===== src/rtl/cdf_extrema_tracker_if.sv =====
// Pixel-stream input and per-frame extrema result bundle for cdf_extrema_tracker.
// The slave modport is the tracker side; the master modport is the producer/consumer side.
interface cdf_extrema_tracker_if #(
   parameter int DATA_WIDTH = 8,
   parameter int NUM_CH     = 1,
   parameter int CNT_WIDTH  = 19
);
   logic [NUM_CH*DATA_WIDTH-1:0] i_pixel;
   logic                         i_pixel_valid;
   logic                         i_sof;
   logic                         i_eof;
   logic [NUM_CH*DATA_WIDTH-1:0] o_min;
   logic [NUM_CH*CNT_WIDTH-1:0]  o_min_cnt;
   logic [NUM_CH*DATA_WIDTH-1:0] o_max;
   logic [NUM_CH*CNT_WIDTH-1:0]  o_max_cnt;
   logic                         o_stats_valid;
   logic                         i_stats_ready;
   logic                         o_overrun;
   logic                         o_frame_err;

   modport slave (
      input  i_pixel, i_pixel_valid, i_sof, i_eof, i_stats_ready,
      output o_min, o_min_cnt, o_max, o_max_cnt, o_stats_valid, o_overrun, o_frame_err
   );

   modport master (
      output i_pixel, i_pixel_valid, i_sof, i_eof, i_stats_ready,
      input  o_min, o_min_cnt, o_max, o_max_cnt, o_stats_valid, o_overrun, o_frame_err
   );
endinterface


===== src/rtl/cdf_extrema_tracker.sv =====
// Per-frame, per-channel min/max tracker with occurrence counts (cdfMin source).
// Results are published on EOF and held on a valid/ready port while the next frame accumulates.
module cdf_extrema_tracker #(
   parameter int DATA_WIDTH = 8,
   parameter int NUM_CH     = 1,
   parameter int CNT_WIDTH  = 19
) (
   input logic                  i_clk,
   input logic                  i_reset_n,
   cdf_extrema_tracker_if.slave bus
);
   typedef enum logic [0:0] {IDLE = 1'b0, ACCUM = 1'b1} state_t;

   state_t state_r, state_s;
   logic   init_s, accum_s, publish_s, frame_err_s;
   logic   valid_r, overrun_r, frame_err_r;

   function automatic logic [CNT_WIDTH-1:0] sat_inc(input logic [CNT_WIDTH-1:0] cnt);
      if (cnt == {CNT_WIDTH{1'b1}}) begin
         sat_inc = cnt;
      end else begin
         sat_inc = cnt + CNT_WIDTH'(1);
      end
   endfunction

   // Frame state register
   always_ff @(posedge i_clk) begin
      if (!i_reset_n) begin
         state_r <= IDLE;
      end else begin
         state_r <= state_s;
      end
   end

   // Next-state decode: a single-beat frame (SOF+EOF) never leaves IDLE
   always_comb begin
      state_s = state_r;
      case (state_r)
         IDLE: begin
            if (bus.i_pixel_valid && bus.i_sof && !bus.i_eof) begin
               state_s = ACCUM;
            end else begin
               state_s = IDLE;
            end
         end
         ACCUM: begin
            if (bus.i_pixel_valid && bus.i_eof) begin
               state_s = IDLE;
            end else begin
               state_s = ACCUM;
            end
         end
         default: state_s = IDLE;
      endcase
   end

   // Control decode: an SOF inside a frame restarts accumulation from that beat
   always_comb begin
      init_s      = 1'b0;
      accum_s     = 1'b0;
      publish_s   = 1'b0;
      frame_err_s = 1'b0;
      case (state_r)
         IDLE: begin
            if (bus.i_pixel_valid && bus.i_sof) begin
               init_s    = 1'b1;
               publish_s = bus.i_eof;
            end else begin
               init_s = 1'b0;
            end
         end
         ACCUM: begin
            if (bus.i_pixel_valid) begin
               init_s      = bus.i_sof;
               frame_err_s = bus.i_sof;
               accum_s     = !bus.i_sof;
               publish_s   = bus.i_eof;
            end else begin
               publish_s = 1'b0;
            end
         end
         default: init_s = 1'b0;
      endcase
   end

   for (genvar k = 0; k < NUM_CH; k++) begin : g_ch
      logic [DATA_WIDTH-1:0] smp_s;
      logic [DATA_WIDTH-1:0] wmin_r, wmin_s, wmax_r, wmax_s, omin_r, omax_r;
      logic [CNT_WIDTH-1:0]  wmin_cnt_r, wmin_cnt_s, wmax_cnt_r, wmax_cnt_s;
      logic [CNT_WIDTH-1:0]  omin_cnt_r, omax_cnt_r;

      assign smp_s = bus.i_pixel[k*DATA_WIDTH +: DATA_WIDTH];

      // Post-update working values; a flat sample bumps both counts
      always_comb begin
         wmin_s     = wmin_r;
         wmin_cnt_s = wmin_cnt_r;
         wmax_s     = wmax_r;
         wmax_cnt_s = wmax_cnt_r;
         if (init_s) begin
            wmin_s     = smp_s;
            wmin_cnt_s = CNT_WIDTH'(1);
            wmax_s     = smp_s;
            wmax_cnt_s = CNT_WIDTH'(1);
         end else if (accum_s) begin
            if (smp_s < wmin_r) begin
               wmin_s     = smp_s;
               wmin_cnt_s = CNT_WIDTH'(1);
            end else if (smp_s == wmin_r) begin
               wmin_cnt_s = sat_inc(wmin_cnt_r);
            end else begin
               wmin_s = wmin_r;
            end
            if (smp_s > wmax_r) begin
               wmax_s     = smp_s;
               wmax_cnt_s = CNT_WIDTH'(1);
            end else if (smp_s == wmax_r) begin
               wmax_cnt_s = sat_inc(wmax_cnt_r);
            end else begin
               wmax_s = wmax_r;
            end
         end else begin
            wmin_s = wmin_r;
         end
      end

      // Working accumulators and published copy
      always_ff @(posedge i_clk) begin
         if (!i_reset_n) begin
            wmin_r     <= '0;
            wmax_r     <= '0;
            wmin_cnt_r <= '0;
            wmax_cnt_r <= '0;
            omin_r     <= '0;
            omax_r     <= '0;
            omin_cnt_r <= '0;
            omax_cnt_r <= '0;
         end else begin
            wmin_r     <= wmin_s;
            wmax_r     <= wmax_s;
            wmin_cnt_r <= wmin_cnt_s;
            wmax_cnt_r <= wmax_cnt_s;
            if (publish_s) begin
               omin_r     <= wmin_s;
               omax_r     <= wmax_s;
               omin_cnt_r <= wmin_cnt_s;
               omax_cnt_r <= wmax_cnt_s;
            end
         end
      end

      assign bus.o_min[k*DATA_WIDTH +: DATA_WIDTH]   = omin_r;
      assign bus.o_max[k*DATA_WIDTH +: DATA_WIDTH]   = omax_r;
      assign bus.o_min_cnt[k*CNT_WIDTH +: CNT_WIDTH] = omin_cnt_r;
      assign bus.o_max_cnt[k*CNT_WIDTH +: CNT_WIDTH] = omax_cnt_r;
   end

   // Result handshake and one-cycle error pulses
   always_ff @(posedge i_clk) begin
      if (!i_reset_n) begin
         valid_r     <= 1'b0;
         overrun_r   <= 1'b0;
         frame_err_r <= 1'b0;
      end else begin
         overrun_r   <= publish_s && valid_r && !bus.i_stats_ready;
         frame_err_r <= frame_err_s;
         if (publish_s) begin
            valid_r <= 1'b1;
         end else if (bus.i_stats_ready) begin
            valid_r <= 1'b0;
         end
      end
   end

   assign bus.o_stats_valid = valid_r;
   assign bus.o_overrun     = overrun_r;
   assign bus.o_frame_err   = frame_err_r;
endmodule


===== src/flat_wrapper.sv =====
// flat-port wrapper written by rule: the top's interface ports become plain ports
module cdf_extrema_tracker_flat 
#(
   parameter int DATA_WIDTH = 8,
   parameter int NUM_CH     = 1,
   parameter int CNT_WIDTH  = 19
)
  (i_clk, i_reset_n, bus_i_pixel, bus_i_pixel_valid, bus_i_sof, bus_i_eof, bus_i_stats_ready, bus_o_min, bus_o_min_cnt, bus_o_max, bus_o_max_cnt, bus_o_stats_valid, bus_o_overrun, bus_o_frame_err);
  cdf_extrema_tracker_if #(.DATA_WIDTH(DATA_WIDTH), .NUM_CH(NUM_CH), .CNT_WIDTH(CNT_WIDTH)) bus_i ();
  input logic i_clk;
  input logic i_reset_n;
  input wire logic [$bits(bus_i.i_pixel)-1:0] bus_i_pixel;
  input wire logic [$bits(bus_i.i_pixel_valid)-1:0] bus_i_pixel_valid;
  input wire logic [$bits(bus_i.i_sof)-1:0] bus_i_sof;
  input wire logic [$bits(bus_i.i_eof)-1:0] bus_i_eof;
  input wire logic [$bits(bus_i.i_stats_ready)-1:0] bus_i_stats_ready;
  output wire logic [$bits(bus_i.o_min)-1:0] bus_o_min;
  output wire logic [$bits(bus_i.o_min_cnt)-1:0] bus_o_min_cnt;
  output wire logic [$bits(bus_i.o_max)-1:0] bus_o_max;
  output wire logic [$bits(bus_i.o_max_cnt)-1:0] bus_o_max_cnt;
  output wire logic [$bits(bus_i.o_stats_valid)-1:0] bus_o_stats_valid;
  output wire logic [$bits(bus_i.o_overrun)-1:0] bus_o_overrun;
  output wire logic [$bits(bus_i.o_frame_err)-1:0] bus_o_frame_err;
  assign bus_i.i_pixel = bus_i_pixel;
  assign bus_i.i_pixel_valid = bus_i_pixel_valid;
  assign bus_i.i_sof = bus_i_sof;
  assign bus_i.i_eof = bus_i_eof;
  assign bus_i.i_stats_ready = bus_i_stats_ready;
  assign bus_o_min = bus_i.o_min;
  assign bus_o_min_cnt = bus_i.o_min_cnt;
  assign bus_o_max = bus_i.o_max;
  assign bus_o_max_cnt = bus_i.o_max_cnt;
  assign bus_o_stats_valid = bus_i.o_stats_valid;
  assign bus_o_overrun = bus_i.o_overrun;
  assign bus_o_frame_err = bus_i.o_frame_err;
  cdf_extrema_tracker #(.DATA_WIDTH(DATA_WIDTH), .NUM_CH(NUM_CH), .CNT_WIDTH(CNT_WIDTH)) u_core (.i_clk(i_clk), .i_reset_n(i_reset_n), .bus(bus_i));
endmodule

===== config.mk =====
export PLATFORM = sky130hd
export DESIGN_NAME = cdf_extrema_tracker_flat
export DESIGN_NICKNAME = d
export VERILOG_FILES = /design/src/rtl/cdf_extrema_tracker_if.sv /design/src/rtl/cdf_extrema_tracker.sv /design/src/flat_wrapper.sv
export SDC_FILE = /design/constraint.sdc
export NUM_CORES = 1
export LEC_CHECK = 0
export BUFFER_PORTS_ARGS = -buffer_cell sky130_fd_sc_hd__buf_4
export CAP_MARGIN = 10
export CORE_ASPECT_RATIO = 0.8
export CORE_UTILIZATION = 43
export CTS_CLUSTER_DIAMETER = 200
export DETAILED_ROUTE_END_ITERATION = 7
export HOLD_SLACK_MARGIN = 0.03
export PLACE_DENSITY = 0.66
export SLEW_MARGIN = 0
export SYNTH_ARGS = -nofsm -noshare
export SYNTH_HDL_FRONTEND = slang
export SYNTH_SLANG_ARGS = --single-unit
export TNS_END_PERCENT = 30

===== constraint.sdc =====
create_clock -name i_clk -period 4 [get_ports i_clk]
set_input_delay 0.2 -clock i_clk [delete_from_list [all_inputs] [get_ports i_clk]]
set_output_delay 0.2 -clock i_clk [all_outputs]
set_load 0.03 [all_outputs]

==> impl_metrics.ini, run 1 <==
[outcome]
status = finished, final reports clean

[floorplan]
die_area_mm2 = 0.01212
start_util = 0.4523
die_w_um = 122.8
rows = 34
dieHeight_um = 98.67
core_area_mm2 = 0.01110
io_pins = 71

[synthesis]
synth_compound_area_frac = 0.1624
ys_top_cells_by_area = dfxtp_1 45%, o21ai_0 5.1%, nand2_1 4.6%
avgSynthCellArea_um2 = 8.905
yosysWarningCount = 0
synth.most_common_cell = dfxtp_1
synth_top_area_frac = 0.4464
seq_area_frac_synth = 0.4464
syn_inst = 564
synth-edff-count = 0
ys_ff_latch = 112
synth_top_family_by_area = simple AND/OR/NAND/NOR gates
synth_mux_area_frac = 0.03737
synth_xor_area_frac = 0.05057
syn_nets = 596
netlist_area_mm2 = 0.005022
synth_simple_gate_area_frac = 0.2160
ys_types = 55
synth.cells.most_frequent = 112 x dfxtp_1, 61 x nand2_1, 52 x nor2_1, 51 x o21ai_0, 22 x a21oi_1
synth_area_leader_cell = dfxtp_1
synthAdderAreaFrac = 0.04484
ys.flop_type = dfxtp_1
synthArstFlopShare = 0

[setup_path]
path_buf_inv = 1
crit_family = simple AND/OR/NAND/NOR gates
worstPathArrival_ns = 2.75
cp_cell_sequence = inv_1, ha_1, and4_1, o2111ai_1, nand3_2, a31o_1, or2_1, o21ai_0
crit_path_start_kind = register
critPathSlowestCell = or2_1
worst_setup_path_end_kind = register
path_class = reg -> reg
cp_max_fo = 17
crit_path_max_incr_delay_ns = 0.64
cp_data_required_time_ns = 4.21

[cts]
cts_tree = done
cts-root-buf = clkbuf_16
postCtsSetupBuffers = 0
clk_transition_reported_paths_ns = 0.07
cts_buffers = 9
worstSkewPairLatency_ns = 0.35
ctsResizeCount = 0
cts_sinks = 112
h-tree-depth = 3
cts_buffer_depth = 2
postCtsHoldBufs = 0

[final_layout]
final_area_mm2 = 0.005943
drive_gt1_frac = 0.1940
stdcell_count = 773
antenna_cells = 0
utilization = 0.5353
areaGrowthSynthToFinish_pct = 18.34
fillers = 1023
final_nets = 656

[placement]
port_buffers = 70
post_dp_cell_area_mm2 = 0.005613
place_ws_ns = 1.472
place_congestion = 0.8814
placed_cells = 757
dp_hpwl_mm = 8.327

[routing]
wl_per_cell_um = 14.63
vias = 4118
drt-initial-drc-count = 190
post-route-drc-count = 0
drt_wl_total_mm = 11.31
via_per_inst = 5.327
final_antenna_net_count = 0
firstDrtPassIters = 4

[timing]
worst_slew_pin_slew_ns = 1.188
finalSetupViolCount = 0
max_freq_mhz = 394.0
final_hold_viol_count = 0
slew_headroom = 0.2064
setup_tns_ns = 0
rsz0062_at_grt = false
skew_ns = 0.008977
fin_crit_ns = 2.538
hold_slack_ns = 0.1020
fin_crit_sh = 0.6346
setup_slack_ns = 1.462
final-max-slew-violation-count = 0

[worst_hold_path]
hold_path_class = in -> reg

[power_and_ir_drop]
peakVddDrop_uv = 219.5
p_leak_nw = 2.255
total_power_mw = 2.337
power_density_mw_per_mm2 = 393.3

[global_route]
antenna_found_initial = 0
gr-total-overflow = 0
grt_first_pass_wirelength_mm = 18.93
grt_max_degree = 52
grt_use_total = 0.2009
grt_pass1_vias = 3897

[job]
cap_viol_max_count = 0
==> kinds of logic (layout without fill, tap and decap cells) <==
logic type / count (synthesis) / after routing
and+or+nand+nor: 213 / 213
buffers and inverters: 44 / 109
muxes: 18 / 18
adders and majority gates: 18 / 18
xor gates and xnor gates: 29 / 29
DFF: 112 / 112
AOI/OAI and AO/OA: 130 / 130
==> sequential cells by signal, indices dropped and copies added, names as in the netlist, 8 cells and up <==
signal,count
u_core.bus.o_min,8
u_core.g_ch.wmax_cnt_r,19
u_core.g_ch.wmax_r,8
u_core.g_ch.wmin_r,8
u_core.bus.o_max_cnt,19
u_core.bus.o_max,8
u_core.g_ch.wmin_cnt_r,19
u_core.bus.o_min_cnt,19
==> layout by cell type (no fill, tap or decap), drive strengths merged, types with 7 or more instances in the layout <==
master    n
a21oi    23
a31oi    10
and2     12
and3      7
buf      73
clkbuf   12
dfxtp   112
ha       18
inv      21
mux2i    12
nand2    61
nand3    18
nand4    17
nor2     52
nor2b    12
nor3      8
o21ai    69
xnor2    14
xor2     15
==> power breakdown <==
| group | switching [mW] | internal (mW) |
|---|---|---|
| logic | 0.121 | 0.0763 |
| clock network | 0.403 | 0.585 |
| registers | 0.0143 | 1.14 |
==> worst paths after layout <==
| kind | slack [ns] | cells past startpoint | from | to |
|---|---|---|---|---|
| hold reg to reg | 0.44 | 2 | u_core.bus.o_min_cnt[7]$_SDFFE_PN0P_ | u_core.bus.o_min_cnt[7]$_SDFFE_PN0P_ |
| setup reg to reg | 1.46 | 8 | u_core.g_ch[0].wmax_r[6]$_SDFF_PN0_ | u_core.bus.o_max_cnt[2]$_SDFFE_PN0P_ |
| hold / removal | 0.10 | 3 | bus_i_stats_ready | u_core.bus.o_overrun$_SDFF_PN0_ |
| setup / recovery | 1.46 | 8 | u_core.g_ch[0].wmax_r[6]$_SDFF_PN0_ | u_core.bus.o_max_cnt[2]$_SDFFE_PN0P_ |
==> per-layer routing <==
metal	vias up	routed length, um	track usage
li1	2088	-	-
met1	1942	5541	0.2637
met2	72	5069	0.3185
met3	16	509	0.05035
met4	0	187	0.07129
met5	-	0	0
==> worst min-delay path, stage by stage <==
cell      delay, ns
buf_4          0.07
nand2b_1       0.10
nor2_1         0.04
==> cell type report <==
type                            count  area (um^2)  share of cell area
Clock buffer                       12        256.5             0.04316
Inverter                           20        75.07             0.01263
Timing Repair Buffer               73        548.0             0.09221
Clock inverter                      4        73.82             0.01242
Multi-Input combinational cell    408         2567              0.4320
Sequential cell                   112         2242              0.3773
Tap cell                          144        180.2             0.03032
Note: power is estimated with default switching activity, not from simulation.
==> run 2, diff against run 1 <==
==> constraint.sdc (replaced) <==
create_clock -name i_clk -period 2.5 [get_ports i_clk]
set_input_delay 0.125 -clock i_clk [delete_from_list [all_inputs] [get_ports i_clk]]
set_output_delay 0.125 -clock i_clk [all_outputs]
set_load 0.03 [all_outputs]
==> impl_metrics.ini, run 2 (synthesis results as in run 1) <==
[final_layout]
final_area_mm2 = 0.005996
final_nets = 668
drive_gt1_frac = 0.2081
areaGrowthSynthToFinish_pct = 19.38
final_cell_mix = 112 x dfxtp_1, 84 x buf_4, 61 x nand2_1
multi_input_area_mm2 = 0.002567
final-seq-area_mm2 = 0.002242
fillers = 1025
mostFrequentLayoutCell = dfxtp_1
antenna_cells = 0

[cts]
cts_tree = done
postCtsHoldBufs = 0
h-tree-depth = 3
cts_buffers = 9
cts_sinks = 112
cts-root-buf = clkbuf_16
postCtsSetupBuffers = 0
cts_buffer_depth = 2
clk_transition_reported_paths_ns = 0.07
worstSkewPairLatency_ns = 0.35
ctsResizeCount = 0

[timing]
fin_crit_ns = 2.332
fin_crit_sh = 0.9328
skew_ns = 0.008823
setup_tns_ns = 0
rsz0062_at_grt = false
slew_headroom = 0.5524
worst_slew_pin_slew_ns = 0.6714
hold_slack_ns = 0.04590
max_freq_mhz = 428.8
final-max-slew-violation-count = 0
final_hold_viol_count = 0
finalSetupViolCount = 0

[setup_path]
path_buf_inv = 2
crit_path_start_kind = register
crit_path_max_incr_delay_ns = 0.35
cp_data_required_time_ns = 2.73
cp_max_fo = 8
worstPathArrival_ns = 2.57
worst_setup_path_end_kind = register
path_class = reg -> reg
crit_family = compound AO/OA/AOI/OAI gates
r2r_slack_ns = 0.17
critPathSlowestCell = mux2_2
cp_cell_sequence = inv_1, ha_1, a211o_1, o211ai_1, a31oi_1, o21ai_2, buf_4, mux2_2, o21ba_2

[floorplan]
die_w_um = 122.8
start_util = 0.4523
io_pins = 71
die_area_mm2 = 0.01212
rows = 34
core_area_mm2 = 0.01110
dieHeight_um = 98.67

[global_route]
grt_use_total = 0.1967
gr-total-overflow = 0
grt_pass1_vias = 3760
antenna_found_initial = 0
grt_max_degree = 29
grt_first_pass_wirelength_mm = 18.62

[routing]
wl_per_cell_um = 14.39
firstDrtPassIters = 5
drt_wl_total_mm = 11.27
via_per_inst = 5.277
vias = 4132
post-route-drc-count = 0
drt-initial-drc-count = 266
final_antenna_net_count = 0

[power_and_ir_drop]
power_density_mw_per_mm2 = 590.0
p_leak_nw = 2.295
peakVddDrop_uv = 310.6

[job]
cap_viol_max_count = 0

[worst_hold_path]
hold_path_class = in -> reg

[placement]
post_dp_cell_area_mm2 = 0.005715
dp_hpwl_mm = 8.490
port_buffers = 70
place_congestion = 0.9086

[outcome]
status = finished, final reports clean
run 2: cell count changes in the layout (fill, tap and decap cells not counted):
| cell | previous run | this run |
|---|---|---|
| clkbuf_8 | 2 | 3 |
| bufinv_16 | 2 | 0 |
| clkbuf_1 | 1 | 0 |
| buf_4 | 73 | 84 |
| buf_12 | 0 | 1 |
run 2: area by class of cell:
class,count,area share
multi-input cells,408,0.4282
clock inverters,2,0.002295
repair buffers,85,0.1085
clock buffers,12,0.04445
inverters,20,0.01252
well taps,144,0.03005
flip-flops and latches,112,0.3740
run 2: worst paths after layout:
kind | from | cells past startpoint | to
worst min register to register | u_core.bus.o_min_cnt[7]$_SDFFE_PN0P_ | 2 | u_core.bus.o_min_cnt[7]$_SDFFE_PN0P_
worst max register to register | u_core.g_ch[0].wmax_r[5]$_SDFF_PN0_ | 9 | u_core.bus.o_max[6]$_SDFFE_PN0P_
worst min-delay path | bus_i_stats_ready | 3 | u_core.bus.o_overrun$_SDFF_PN0_
worst max-delay path | u_core.g_ch[0].wmax_r[5]$_SDFF_PN0_ | 9 | u_core.bus.o_max[6]$_SDFFE_PN0P_
run 2: layer usage:
| metal | global-route usage | routed length (um) |
|---|---|---|
| met3 | 0.04745 | 544 |
| met4 | 0.06942 | 197 |
| met5 | 0 | 0 |
| met1 | 0.2701 | 5570 |
| met2 | 0.2990 | 4956 |
run 2: report_power, final:
group	total, mW	internal [mW]	switching [mW]
clock	1.36	0.749	0.616
sequential	1.84	1.82	0.0215
combinational	0.331	0.133	0.198
total	3.54	2.70	0.835
run 2: worst min-delay path: stages:
cell and delay (ns):
buf_4 0.07, nand2b_1 0.11, nor2_1 0.04
run 2: per-stage QoR:
stage / utilization / std cells / power [mW] / setup slack, ns
finish: 0.5400 / 783 / 3.538 / 0.1679
global route: 0.5400 / 783 / 3.681 / 0.07245
CTS: 0.5400 / 783 / 3.565 / 0.1991
detailed placement: 0.5148 / 769 / 2.212 / 0.2319
global placement: 0.5148 / 769 / 2.205 / 0.3040
floorplan: - / 564 / 2.098 / 0.3463
==> run 3, diff against run 2 <==
==> constraint.sdc (replaced) <==
create_clock -name i_clk -period 2.9 [get_ports i_clk]
set_input_delay 0.145 -clock i_clk [delete_from_list [all_inputs] [get_ports i_clk]]
set_output_delay 0.145 -clock i_clk [all_outputs]
set_load 0.03 [all_outputs]
==> impl_metrics.ini, run 3 (synthesis results as in run 1) <==
[final_layout]
drive_gt1_frac = 0.1959
stdcell_count = 777
final_cell_mix = 112 x dfxtp_1, 77 x buf_4, 61 x nand2_1
multi_input_area_mm2 = 0.002567
utilization = 0.5354
antenna_cells = 0
areaGrowthSynthToFinish_pct = 18.36
final-seq-area_mm2 = 0.002242
fillers = 1039
mostFrequentLayoutCell = dfxtp_1
final_nets = 660
final_area_mm2 = 0.005944

[timing]
max_freq_mhz = 411.9
rsz0062_at_grt = false
final-max-slew-violation-count = 0
final_hold_viol_count = 0
fin_crit_ns = 2.428
skew_ns = 0.005992
worst_slew_pin_slew_ns = 0.6372
setup_tns_ns = 0
setup_slack_ns = 0.4725
hold_slack_ns = 0.04745
fin_crit_sh = 0.8371
finalSetupViolCount = 0
slew_headroom = 0.5707

[global_route]
antenna_found_initial = 0
grt_pass1_vias = 3842
grt_max_degree = 52
gr-total-overflow = 0
grt_first_pass_wirelength_mm = 18.69
grt_use_total = 0.1973

[cts]
cts_buffer_depth = 2
worstSkewPairLatency_ns = 0.35
cts_sinks = 112
postCtsHoldBufs = 0
h-tree-depth = 3
cts-root-buf = clkbuf_16
cts_buffers = 9
cts_tree = done
ctsResizeCount = 0
postCtsSetupBuffers = 0
clk_transition_reported_paths_ns = 0.07

[placement]
port_buffers = 70
place_ws_ns = 0.4857
post_dp_cell_area_mm2 = 0.005643
place_congestion = 0.8490
placed_cells = 761
dp_hpwl_mm = 8.239

[setup_path]
crit_family = compound AO/OA/AOI/OAI gates
path_class = reg -> reg
r2r_slack_ns = 0.47
cp_cell_sequence = inv_1, ha_1, a211o_1, o211ai_1, a31oi_1, o21ai_2, mux2_2, o21ba_2
cp.depth = 8
rr_endpoint = u_core.bus.o_max[1]$_SDFFE_PN0P_
crit_path_start_kind = register
critPathSlowestCell = o21ai_2
reg2reg_depth = 8
worst_setup_path_end_kind = register
worstPathArrival_ns = 2.67
reg2reg_from = u_core.g_ch[0].wmax_r[5]$_SDFF_PN0_
cp_max_fo = 10
crit_path_max_incr_delay_ns = 0.46
cp_data_required_time_ns = 3.15
path_buf_inv = 1

[routing]
post-route-drc-count = 0
firstDrtPassIters = 4
wl_per_cell_um = 14.51
drt-initial-drc-count = 253
final_antenna_net_count = 0
via_per_inst = 5.293
drt_wl_total_mm = 11.28
vias = 4113

[worst_hold_path]
hold_path_class = in -> reg
min_to = u_core.bus.o_overrun$_SDFF_PN0_
hold_path.startpoint = bus_i_stats_ready
whs_path_depth = 3

[floorplan]
io_pins = 71
die_area_mm2 = 0.01212
start_util = 0.4523
dieHeight_um = 98.67
core_area_mm2 = 0.01110
rows = 34
die_w_um = 122.8

[power_and_ir_drop]
peakVddDrop_uv = 240.6
total_power_mw = 3.122
p_leak_nw = 2.255
power_density_mw_per_mm2 = 525.2

[outcome]
status = finished, final reports clean

[job]
cap_viol_max_count = 0
## run 3: changes by cell type in the layout (fill, tap and decap cells not counted), sizes merged
cell	change
buf	-8
clkbuf	+2
clkinvlp	+1
clkinv	-1
inv	-1
bufinv	+1
## run 3: worst reg2reg max path, cell delays in order (launching register included)
cell,delay (ns)
dfxtp_1,0.32
inv_1,0.04
ha_1,0.29
a211o_1,0.27
o211ai_1,0.15
a31oi_1,0.18
o21ai_2,0.46
mux2_2,0.42
o21ba_2,0.20
## run 3: how the worst max path moves through the flow
stage                                        startpoint                                to  slack [ns]
floorplan           u_core.g_ch[0].wmax_r[5]$_SDFF_PN0_  u_core.bus.o_max[1]$_SDFFE_PN0P_        0.75
global placement    u_core.g_ch[0].wmax_r[5]$_SDFF_PN0_  u_core.bus.o_max[6]$_SDFFE_PN0P_        0.56
detailed placement  u_core.g_ch[0].wmax_r[5]$_SDFF_PN0_  u_core.bus.o_max[6]$_SDFFE_PN0P_        0.49
CTS                 u_core.g_ch[0].wmax_r[5]$_SDFF_PN0_  u_core.bus.o_max[1]$_SDFFE_PN0P_        0.46
global route        u_core.g_ch[0].wmax_r[1]$_SDFF_PN0_  u_core.bus.o_max[4]$_SDFFE_PN0P_        0.29
finish              u_core.g_ch[0].wmax_r[5]$_SDFF_PN0_  u_core.bus.o_max[1]$_SDFFE_PN0P_        0.47
## run 3: power breakdown
| group | leakage (nW) | switching [mW] | total (mW) | internal (mW) |
|---|---|---|---|---|
| clock | 0.143 | 0.541 | 1.26 | 0.719 |
| sequential | 0.907 | 0.0202 | 1.59 | 1.57 |
| combinational | 1.20 | 0.166 | 0.273 | 0.107 |
| total | 2.26 | 0.727 | 3.12 | 2.40 |
## run 3: final cells by class
class                           count  area share
Multi-Input combinational cell    408      0.4319
Sequential cell                   112      0.3772
Timing Repair Buffer               77     0.09724
Clock buffer                       14     0.04441
Tap cell                          144     0.03031
Inverter                           20     0.01263
Clock inverter                      2    0.006314
## run 3: routing by layer
| layer | track usage | up-vias | wire length, um |
|---|---|---|---|
| li1 | - | 2097 | - |
| met1 | 0.2780 | 1912 | 5604 |
| met2 | 0.3012 | 97 | 4958 |
| met3 | 0.05150 | 7 | 620 |
| met4 | 0.04221 | 0 | 94 |
| met5 | 0 | - | 0 |
